===== config.mk =====
export PLATFORM = sky130hd
export DESIGN_NAME = cache_mem_arbiter
export DESIGN_NICKNAME = d
export VERILOG_FILES = /design/src/rtl/cache_mem_arbiter_pkg.sv /design/src/rtl/cache_mem_arbiter.sv
export SDC_FILE = /design/constraint.sdc
export NUM_CORES = 1
export LEC_CHECK = 0
export BUFFER_PORTS_ARGS = -buffer_cell sky130_fd_sc_hd__buf_2
export CORE_AREA = 2 2 210 212
export CTS_CLUSTER_SIZE = 28
export DETAILED_ROUTE_END_ITERATION = 12
export DIE_AREA = 0 0 212 214
export SLEW_MARGIN = 30
export SYNTH_ARGS = -nofsm -noshare
export SYNTH_HDL_FRONTEND = slang
export SYNTH_SLANG_ARGS = --single-unit

===== constraint.sdc =====
create_clock -name clk -period 5.1 [get_ports clk]
set_input_delay 0.765 -clock clk [delete_from_list [all_inputs] [get_ports clk]]
set_output_delay 0.765 -clock clk [all_outputs]
set_load 0.01 [all_outputs]

===== src/rtl/cache_mem_arbiter_pkg.sv =====
// Shared definitions for the cache/memory arbiter.
//   ARB_DATA_W  : default address/data width of every requester and memory bus
//   arb_state_t : transaction FSM state encoding
//   owner_t     : which cache currently owns the memory port
//   pick_owner  : grant selection with round-robin tie-break
package cache_mem_arbiter_pkg;

    localparam int ARB_DATA_W = 64;

    typedef enum logic [1:0] {
        ST_IDLE = 2'd0,
        ST_REQ  = 2'd1,
        ST_RSP  = 2'd2,
        ST_DONE = 2'd3
    } arb_state_t;

    typedef enum logic {
        OWN_I = 1'b0,
        OWN_D = 1'b1
    } owner_t;

    // On a tie the requester that was not served last wins.
    function automatic owner_t pick_owner(input logic i_req, input logic d_req,
                                          input owner_t last_served);
        owner_t sel;
        if (i_req && d_req) begin
            sel = (last_served == OWN_I) ? OWN_D : OWN_I;
        end else if (d_req) begin
            sel = OWN_D;
        end else begin
            sel = OWN_I;
        end
        return sel;
    endfunction

endpackage


===== src/rtl/cache_mem_arbiter.sv =====
// Arbitrates one shared memory port between an icache fill path and a dcache
// read/write path. One transaction is outstanding at a time.
//
// Ports
//   clk, rst (async, active-low)
//   icache : i_req, i_addr -> i_rdata, i_rvalid (held until i_rresp), i_busy
//   dcache : d_req, d_we, d_addr, d_wdata, d_wstrb -> d_rdata, d_done (held until d_ack)
//   memory : mem_req_valid/ready + we/addr/wdata/wstrb, mem_rsp_valid/data, mem_rsp_ready
//
// state   | meaning
// --------+-------------------------------------------------------------
// IDLE    | no transaction; grant on the next requester seen
// REQ     | mem_req_valid high with latched fields until memory accepts
// RSP     | mem_rsp_ready high, waiting for the memory response
// DONE    | completion flag to the owner, held until the owner acks
module cache_mem_arbiter
    import cache_mem_arbiter_pkg::*;
#(
    parameter int DATA_W = ARB_DATA_W
) (
    input  logic                  clk,
    input  logic                  rst,

    input  logic                  i_req,
    input  logic [DATA_W-1:0]     i_addr,
    output logic [DATA_W-1:0]     i_rdata,
    output logic                  i_rvalid,
    input  logic                  i_rresp,
    output logic                  i_busy,

    input  logic                  d_req,
    input  logic                  d_we,
    input  logic [DATA_W-1:0]     d_addr,
    input  logic [DATA_W-1:0]     d_wdata,
    input  logic [DATA_W/8-1:0]   d_wstrb,
    output logic [DATA_W-1:0]     d_rdata,
    output logic                  d_done,
    input  logic                  d_ack,

    output logic                  mem_req_valid,
    input  logic                  mem_req_ready,
    output logic                  mem_req_we,
    output logic [DATA_W-1:0]     mem_req_addr,
    output logic [DATA_W-1:0]     mem_req_wdata,
    output logic [DATA_W/8-1:0]   mem_req_wstrb,
    input  logic                  mem_rsp_valid,
    input  logic [DATA_W-1:0]     mem_rsp_data,
    output logic                  mem_rsp_ready
);

    arb_state_t state;
    owner_t     owner;
    owner_t     last_served;
    owner_t     grant;

    assign grant = pick_owner(i_req, d_req, last_served);

    // All outputs are registers updated alongside the state, so they change
    // exactly on the transition into the state that owns them.
    always_ff @(posedge clk or negedge rst) begin
        if (!rst) begin
            state         <= ST_IDLE;
            owner         <= OWN_I;
            last_served   <= OWN_I;
            i_rdata       <= '0;
            i_rvalid      <= 1'b0;
            i_busy        <= 1'b0;
            d_rdata       <= '0;
            d_done        <= 1'b0;
            mem_req_valid <= 1'b0;
            mem_req_we    <= 1'b0;
            mem_req_addr  <= '0;
            mem_req_wdata <= '0;
            mem_req_wstrb <= '0;
            mem_rsp_ready <= 1'b0;
        end else begin
            case (state)
                ST_IDLE: begin
                    if (i_req || d_req) begin
                        owner         <= grant;
                        state         <= ST_REQ;
                        mem_req_valid <= 1'b1;
                        if (grant == OWN_D) begin
                            i_busy        <= 1'b0;
                            mem_req_we    <= d_we;
                            mem_req_addr  <= d_addr;
                            mem_req_wdata <= d_wdata;
                            mem_req_wstrb <= d_wstrb;
                        end else begin
                            i_busy        <= 1'b1;
                            mem_req_we    <= 1'b0;
                            mem_req_addr  <= i_addr;
                            mem_req_wdata <= '0;
                            mem_req_wstrb <= '1;
                        end
                    end
                end

                ST_REQ: begin
                    if (mem_req_ready) begin
                        mem_req_valid <= 1'b0;
                        mem_rsp_ready <= 1'b1;
                        state         <= ST_RSP;
                    end
                end

                ST_RSP: begin
                    if (mem_rsp_valid) begin
                        mem_rsp_ready <= 1'b0;
                        state         <= ST_DONE;
                        if (owner == OWN_I) begin
                            i_rdata  <= mem_rsp_data;
                            i_rvalid <= 1'b1;
                        end else begin
                            // write responses carry no data for the dcache
                            if (!mem_req_we) begin
                                d_rdata <= mem_rsp_data;
                            end
                            d_done <= 1'b1;
                        end
                    end
                end

                ST_DONE: begin
                    if (owner == OWN_I && i_rresp) begin
                        i_rvalid    <= 1'b0;
                        i_busy      <= 1'b0;
                        last_served <= OWN_I;
                        state       <= ST_IDLE;
                    end else if (owner == OWN_D && d_ack) begin
                        d_done      <= 1'b0;
                        last_served <= OWN_D;
                        state       <= ST_IDLE;
                    end
                end

                default: begin
                    state <= ST_IDLE;
                end
            endcase
        end
    end

endmodule


==> results of run 1 <==
## metal layers
metal	vias up	GRT usage, %	wire [um]	share of wire (%)
met5	-	0	26	0.083
met2	322	22.26	14880	48
met3	45	3.694	2709	8.7
li1	3828	-	-	-
met4	4	3.685	616	2.0
met1	3815	16.32	12980	42
## power by group through the flow
stage               logic (mW)  clock network [mW]  registers, mW
finish                    3.45                2.36           3.74
global route              3.80                2.53           3.87
CTS                       3.52                2.44           3.74
detailed placement        3.53                   0           3.76
global placement          3.46                   0           3.75
floorplan                 1.49                   0           4.21
## registers in the layout (all words and copies together), names as in the netlist
signal	flops
d_rdata	64
i_rdata	64
mem_req_addr	64
mem_req_wdata	64
mem_req_wstrb	8
state	2
d_done	1
i_busy	1
i_rvalid	1
last_served	1
mem_req_valid	1
mem_req_we	1
mem_rsp_ready	1
owner	1
## cells by family after synthesis
family | count (synthesis) | share of synthesized area, %
compound gates | 153 | 9.835
buf+inv | 57 | 3.847
mux | 195 | 19.45
flops | 274 | 63.11
simple gates | 86 | 3.179
fa+ha+maj | 5 | 0.5758
## worst paths after layout
kind | from | endpoint | slack, ns | cells after the start
min | rst | i_rdata[7] | 0.16 | 1
min in group clk | d_wstrb[6] | mem_req_wstrb[6] | 0.42 | 2
max in group asynchronous | rst | mem_req_addr[62] | 3.70 | 2
max reg2reg | state[0] | i_rdata[1] | 2.76 | 5
min reg2reg | mem_req_addr[43] | mem_req_addr[43] | 0.48 | 2
max | state[0] | i_rdata[1] | 2.76 | 5
## worst reg2reg max path: stages, from the launching register on
cell and delay, ns:
dfrtp_1 0.40, inv_1 0.13, ha_1 0.25, nand3b_1 0.57
buf_12 0.44, mux2_1 0.43
## area by class of cell
cell class | count | area, um2
Fill cell | 4314 | 27720
Sequential cell | 274 | 6857
Multi-Input combinational cell | 439 | 3606
Timing Repair Buffer | 551 | 2844
Clock buffer | 38 | 862.1
Tap cell | 585 | 732.0
Clock inverter | 19 | 237.7
Inverter | 7 | 26.28
## stage by stage
step	power, mW	util [%]	area, um2	setup slack, ns	instances
floorplan	5.697	-	10860	3.366	770
global placement	7.213	32.79	14060	2.639	1856
detailed placement	7.293	32.79	14060	2.592	1856
CTS	9.707	35.35	15160	2.690	1913
global route	10.19	35.36	15160	2.585	1913
finish	9.550	35.36	15160	2.756	1913
## synthesized netlist by cell type (all sizes together), types with 2 or more instances
cell type and instances:
a21oi 6, nand2 72, and2 2, mux2 129
nor2 7, o21ai 68, mux2i 66, o22a 8
clkbuf 5, inv 7, ha 5, a22o 66
buf 45, dfrtp 274
==> summary.md, run 1 <==
| Metric | Value |
|---|---|
| Synth Flop Type | `dfrtp_1` |
| Sequential-to-total area share from yosys stat | `63.11%` |
| Post-CTS Setup Bufs | `0` |
| # IOs | `543` |
| Most common cell after layout, fill and taps aside | `buf_2` |
| Critical Path, Cell by Cell | `inv_1 -> ha_1 -> nand3b_1 -> buf_12 -> mux2_1` |
| Maximum VDD drop | `0.0002545 V` |
| Drt drc | `0` |
| Mean Syn Cell Area | `14.11 um2` |
| Largest area contributor in the netlist | `dfrtp_1` |
| Antenna Cells | `0` |
| CTS resizes | `0` |
| Post-route ant nets | `0` |
| Post-Syn Area | `around 11000 um2` |
| Fin. Hold Viols | `0` |
| GRT overflow | `0` |
| Min-delay worst type | `input pin to async pin` |
| Async S/R FF share, synth | `100.0%` |
| Clk_lat worst skew | `0.56 ns` |
| Global-route wire length before repair | `roughly 47 mm` |
| Vias in the first global route | `8193` |
| Tmin final | `2.344 ns` |
| Final net count | `1582` |
| Final setup fails | `0` |
| Worst hold slack | `0.1614 ns` |
| P_leak | `7.823 nW` |
| CTS Buf Count | `31` |
| P&R area growth vs syn | `39.58%` |
| Worst Path Max Fanout | `53` |
| Clock transition at path regs | `0.06 ns` |
| Drt initial violations | `445` |
| Crit path kind | `register to register` |
| Avg WL per Cell | `16.32 um` |
| Die Ht | `214 um` |
| Post-synth cell types | `29` |
| Max_cap viols | `0` |
| Share of layout cells above drive strength 1 | `a little under half` |
| Vias per std cell | `about 4.2` |
| Psw | `3.329 mW` |
| Setup TNS | `0 ns` |
| Largest net degree at the start of global routing | `152` |
| Pwr Density | `629.7 nW/um2` |
| Synthesized flop and latch total | `274` |
| Site Rows | `76` |
| Critical path required time | `5.53 ns` |
| Slew @ Worst Pin | `0.9411 ns` |
| CP Data Arrival Time | `between 2 and 3 ns` |
| Crit-path slowest cell | `nand3b_1` |
| Syn nets | `1048` |
| Core Area | `42890 um2` |
| Cell family with most CP delay | `simple AND/OR/NAND/NOR gates` |
| Synth area leaders | `dfrtp_1 (63%), mux2_1 (13%), mux2i_1 (6.1%), a22o_1 (5.3%), o21ai_1 (2.9%)` |
| F_max | `426.6 MHz` |
| Max-slew violations | `0` |
| Hold Buf Count CTS | `0` |
| Post-synth EDFFs | `0` |
| Post-Syn Instances | `770` |
| Initial antenna violation count | `2` |
| Tcrit/Tclk final | `45.96%` |
| Total Wirelength | `31.21 mm` |
| Routability cong. | `0.7795` |
| Crit. End Element | `register` |
| Final Skew | `0.01438 ns` |
| H-tree Lvls | `1` |
| Hpwl dp | `23.42 mm` |
| Commonest cells after routing, fill and taps aside | `buf_2 (541), dfrtp_1 (274), mux2_1 (125)` |
| Ys Warns | `0` |
| Root Buffer | `clkbuf_16` |
| Clock power share | `between 20 and 25%` |
| CTS max path bufs | `3` |
| WP buf/inv | `2` |
| Worst setup SP type | `register` |
| Status | `complete, no violations` |
| Slowest cell delay on critical path | `0.57 ns` |
| Combinational power share | `36.1%` |
| Die area | `between 40000 and 50000 um2` |
| Top-area cell type share of the netlist area | `63.11%` |
| Internal power | `6.221 mW` |
| Switch share | `34.86%` |
| TritonCTS clock tree | `built` |
| Sink Count | `~270` |
| Via count | `between 8k and 9k` |
| Drt first pass iters | `4` |
| Gr usage total | `13.16%` |
| Max-slew headroom | `a little under two fifths` |
| Buffers on Ports | `542` |
| Die width | `212 um` |
| Sequential Power Share | `39.1%` |
| Starting density of the core | `approximately a quarter` |
| RSZ-0062 raised after global routing | `false` |
Note: power is estimated with default switching activity, not from simulation.
==> run 2: changes to the inputs <==
- clock period: 5.1 -> 2.3 ns (I/O delays scaled with it)
==> summary.md, run 2 (synthesized netlist as in run 1, its figures left out) <==
| Metric | Value |
|---|---|
| Status | `complete, no violations (unchanged)` |
| GRT overflow | `0 (unchanged)` |
| Antenna Cells | `0 (unchanged)` |
| Fin. Hold Viols | `0 (unchanged)` |
| Total Power | `21.61 mW (was 9.550 mW)` |
| CTS resizes | `0 (unchanged)` |
| Max-slew violations | `0 (unchanged)` |
| GR Layer Usage met2 | `23.10% (was 22.26%)` |
| Drt drc | `0 (unchanged)` |
| Vias per std cell | `4.266 (was 4.189)` |
| Total Wirelength | `31.91 mm (was 31.21 mm)` |
| Buffers on Ports | `542 (unchanged)` |
| Die Ht | `214 um (unchanged)` |
| Post-CTS Setup Bufs | `0 (unchanged)` |
| Most common cell after layout, fill and taps aside | `buf_2 (unchanged)` |
| Hpwl dp | `24.07 mm (was 23.42 mm)` |
| Final net count | `1603 (was 1582)` |
| Die width | `212 um (unchanged)` |
| Via count | `8247 (was 8014)` |
| Sink Count | `274 (unchanged)` |
| Starting density of the core | `25.33% (unchanged)` |
| # IOs | `543 (unchanged)` |
| Largest net degree at the start of global routing | `104 (was 152)` |
| Hold Buf Count CTS | `5 (was 0)` |
| Fin area | `15470 um2 (was 15160 um2)` |
| Worst Path Max Fanout | `6 (was 53)` |
| Drt first pass iters | `6 (was 4)` |
| Worst setup SP type | `register (unchanged)` |
| Grt met3 use | `4.442% (was 3.694%)` |
| Die area | `45370 um2 (unchanged)` |
| Slew @ Worst Pin | `0.5461 ns (was 0.9411 ns)` |
| Commonest cells after routing, fill and taps aside | `buf_2 (541), dfrtp_1 (274), mux2_1 (125) (unchanged)` |
| Site Rows | `76 (unchanged)` |
| Cell family with most CP delay | `simple AND/OR/NAND/NOR gates (unchanged)` |
| Placed Cells | `1869 (was 1856)` |
| Final Skew | `0.009452 ns (was 0.01438 ns)` |
| Busiest grt layer | `met2 (unchanged)` |
| Max_cap viols | `0 (unchanged)` |
| Pwr Density | `1397 nW/um2 (was 629.7 nW/um2)` |
| F_max | `533.2 MHz (was 426.6 MHz)` |
| CP Data Arrival Time | `2.27 ns (was 2.77 ns)` |
| DP Area | `14250 um2 (was 14060 um2)` |
| Max-slew headroom | `63.59% (was 37.26%)` |
| Min-delay worst type | `input pin to register (was input pin to async pin)` |
| Met1 GRT Util | `16.05% (was 16.32%)` |
| P_leak | `7.971 nW (was 7.823 nW)` |
| CTS Buf Count | `34 (was 31)` |
| Crit path kind | `register to register (unchanged)` |
| CTS max path bufs | `3 (unchanged)` |
| Critical Path, Cell by Cell | `inv_1 -> ha_1 -> or3b_1 -> o211ai_2 -> mux2_1 (was inv_1 -> ha_1 -> nand3b_1 -> buf_12 -> mux2_1)` |
| TritonCTS clock tree | `built (unchanged)` |
| Critical path required time | `2.69 ns (was 5.53 ns)` |
| Post-route ant nets | `0 (unchanged)` |
| Tcrit/Tclk final | `81.54% (was 45.96%)` |
| P&R area growth vs syn | `42.38% (was 39.58%)` |
| Crit-path slowest cell | `or3b_1 (was nand3b_1)` |
| Tmin final | `1.875 ns (was 2.344 ns)` |
| Global-route wire length before repair | `47.80 mm (was 47.31 mm)` |
| Avg WL per Cell | `16.51 um (was 16.32 um)` |
| Routability cong. | `0.8559 (was 0.7795)` |
| Vias in the first global route | `8305 (was 8193)` |
| RSZ-0062 raised after global routing | `false (unchanged)` |
| Crit. End Element | `register (unchanged)` |
| Drt initial violations | `409 (was 445)` |
| Gr usage total | `13.61% (was 13.16%)` |
| Worst hold slack | `0.04315 ns (was 0.1614 ns)` |
| Clk_lat worst skew | `0.52 ns (was 0.56 ns)` |
| Clock transition at path regs | `0.06 ns (about the same)` |
| Core Area | `42890 um2 (unchanged)` |
| Setup TNS | `0 ns (unchanged)` |
| Final setup fails | `0 (unchanged)` |
| Slowest cell delay on critical path | `0.43 ns (was 0.57 ns)` |
| Root Buffer | `clkbuf_16 (unchanged)` |
| WP buf/inv | `1 (was 2)` |
| Maximum VDD drop | `0.0005767 V (was 0.0002545 V)` |
| Share of layout cells above drive strength 1 | `46.59% (was 46.31%)` |
| Initial antenna violation count | `3 (was 2)` |
| Post-Layout Cell Count | `1933 (was 1913)` |
| H-tree Lvls | `2 (was 1)` |
==> run 2: cell count changes in the layout (fill, tap and decap cells not counted) <==
cell,delta
buf_6,-1
clkbuf_8,+1
dlygate4sd3_1,+5
bufinv_16,-1
clkbuf_1,+2
clkinvlp_4,-1
clkinv_2,-4
buf_12,+7
buf_4,+7
clkbuf_16,+4
inv_6,+1
==> run 2: final timing paths <==
path,start,end,slack [ns],cells past startpoint
setup / recovery,state[0],state[1],0.42,5
hold / removal,d_wdata[0],mem_req_wdata[0],0.04,2
hold reg to reg,mem_req_addr[6],mem_req_addr[6],0.47,2
min in group asynchronous,rst,i_rdata[14],0.37,2
setup reg to reg,state[0],state[1],0.42,5
max in group asynchronous,rst,mem_req_addr[28],1.20,3
==> run 2: final cells by class <==
cell class / instances / area, um2
clock inverter: 14 / 188.9
clock buffer: 45 / 983.4
fill: 4272 / 27420
inverter: 7 / 26.28
timing repair buffer: 569 / 3075
sequential: 274 / 6857
multi-input combinational: 439 / 3606
tap: 585 / 732.0
==> run 2: routing by layer <==
layer | vias up | part of all wire [%]
li1 | 3863 | -
met1 | 3967 | 40
met2 | 361 | 49
met3 | 54 | 8.5
met4 | 2 | 2.7
met5 | - | 0.041
==> run 2: metrics by stage <==
step,worst slack (ns),utilization (%)
global placement,0.5054,33.22
detailed placement,0.4343,33.22
global route,0.2839,36.07
CTS,0.4205,36.07
floorplan,0.6198,-
finish,0.4247,36.07
==> run 2: power by group <==
group / internal (mW) / leakage [nW] / total (mW) / switching [mW]
combinational: 3.59 / 4.04 / 7.80 / 4.21
clock: 3.46 / 0.571 / 5.50 / 2.04
sequential: 7.10 / 3.36 / 8.30 / 1.20
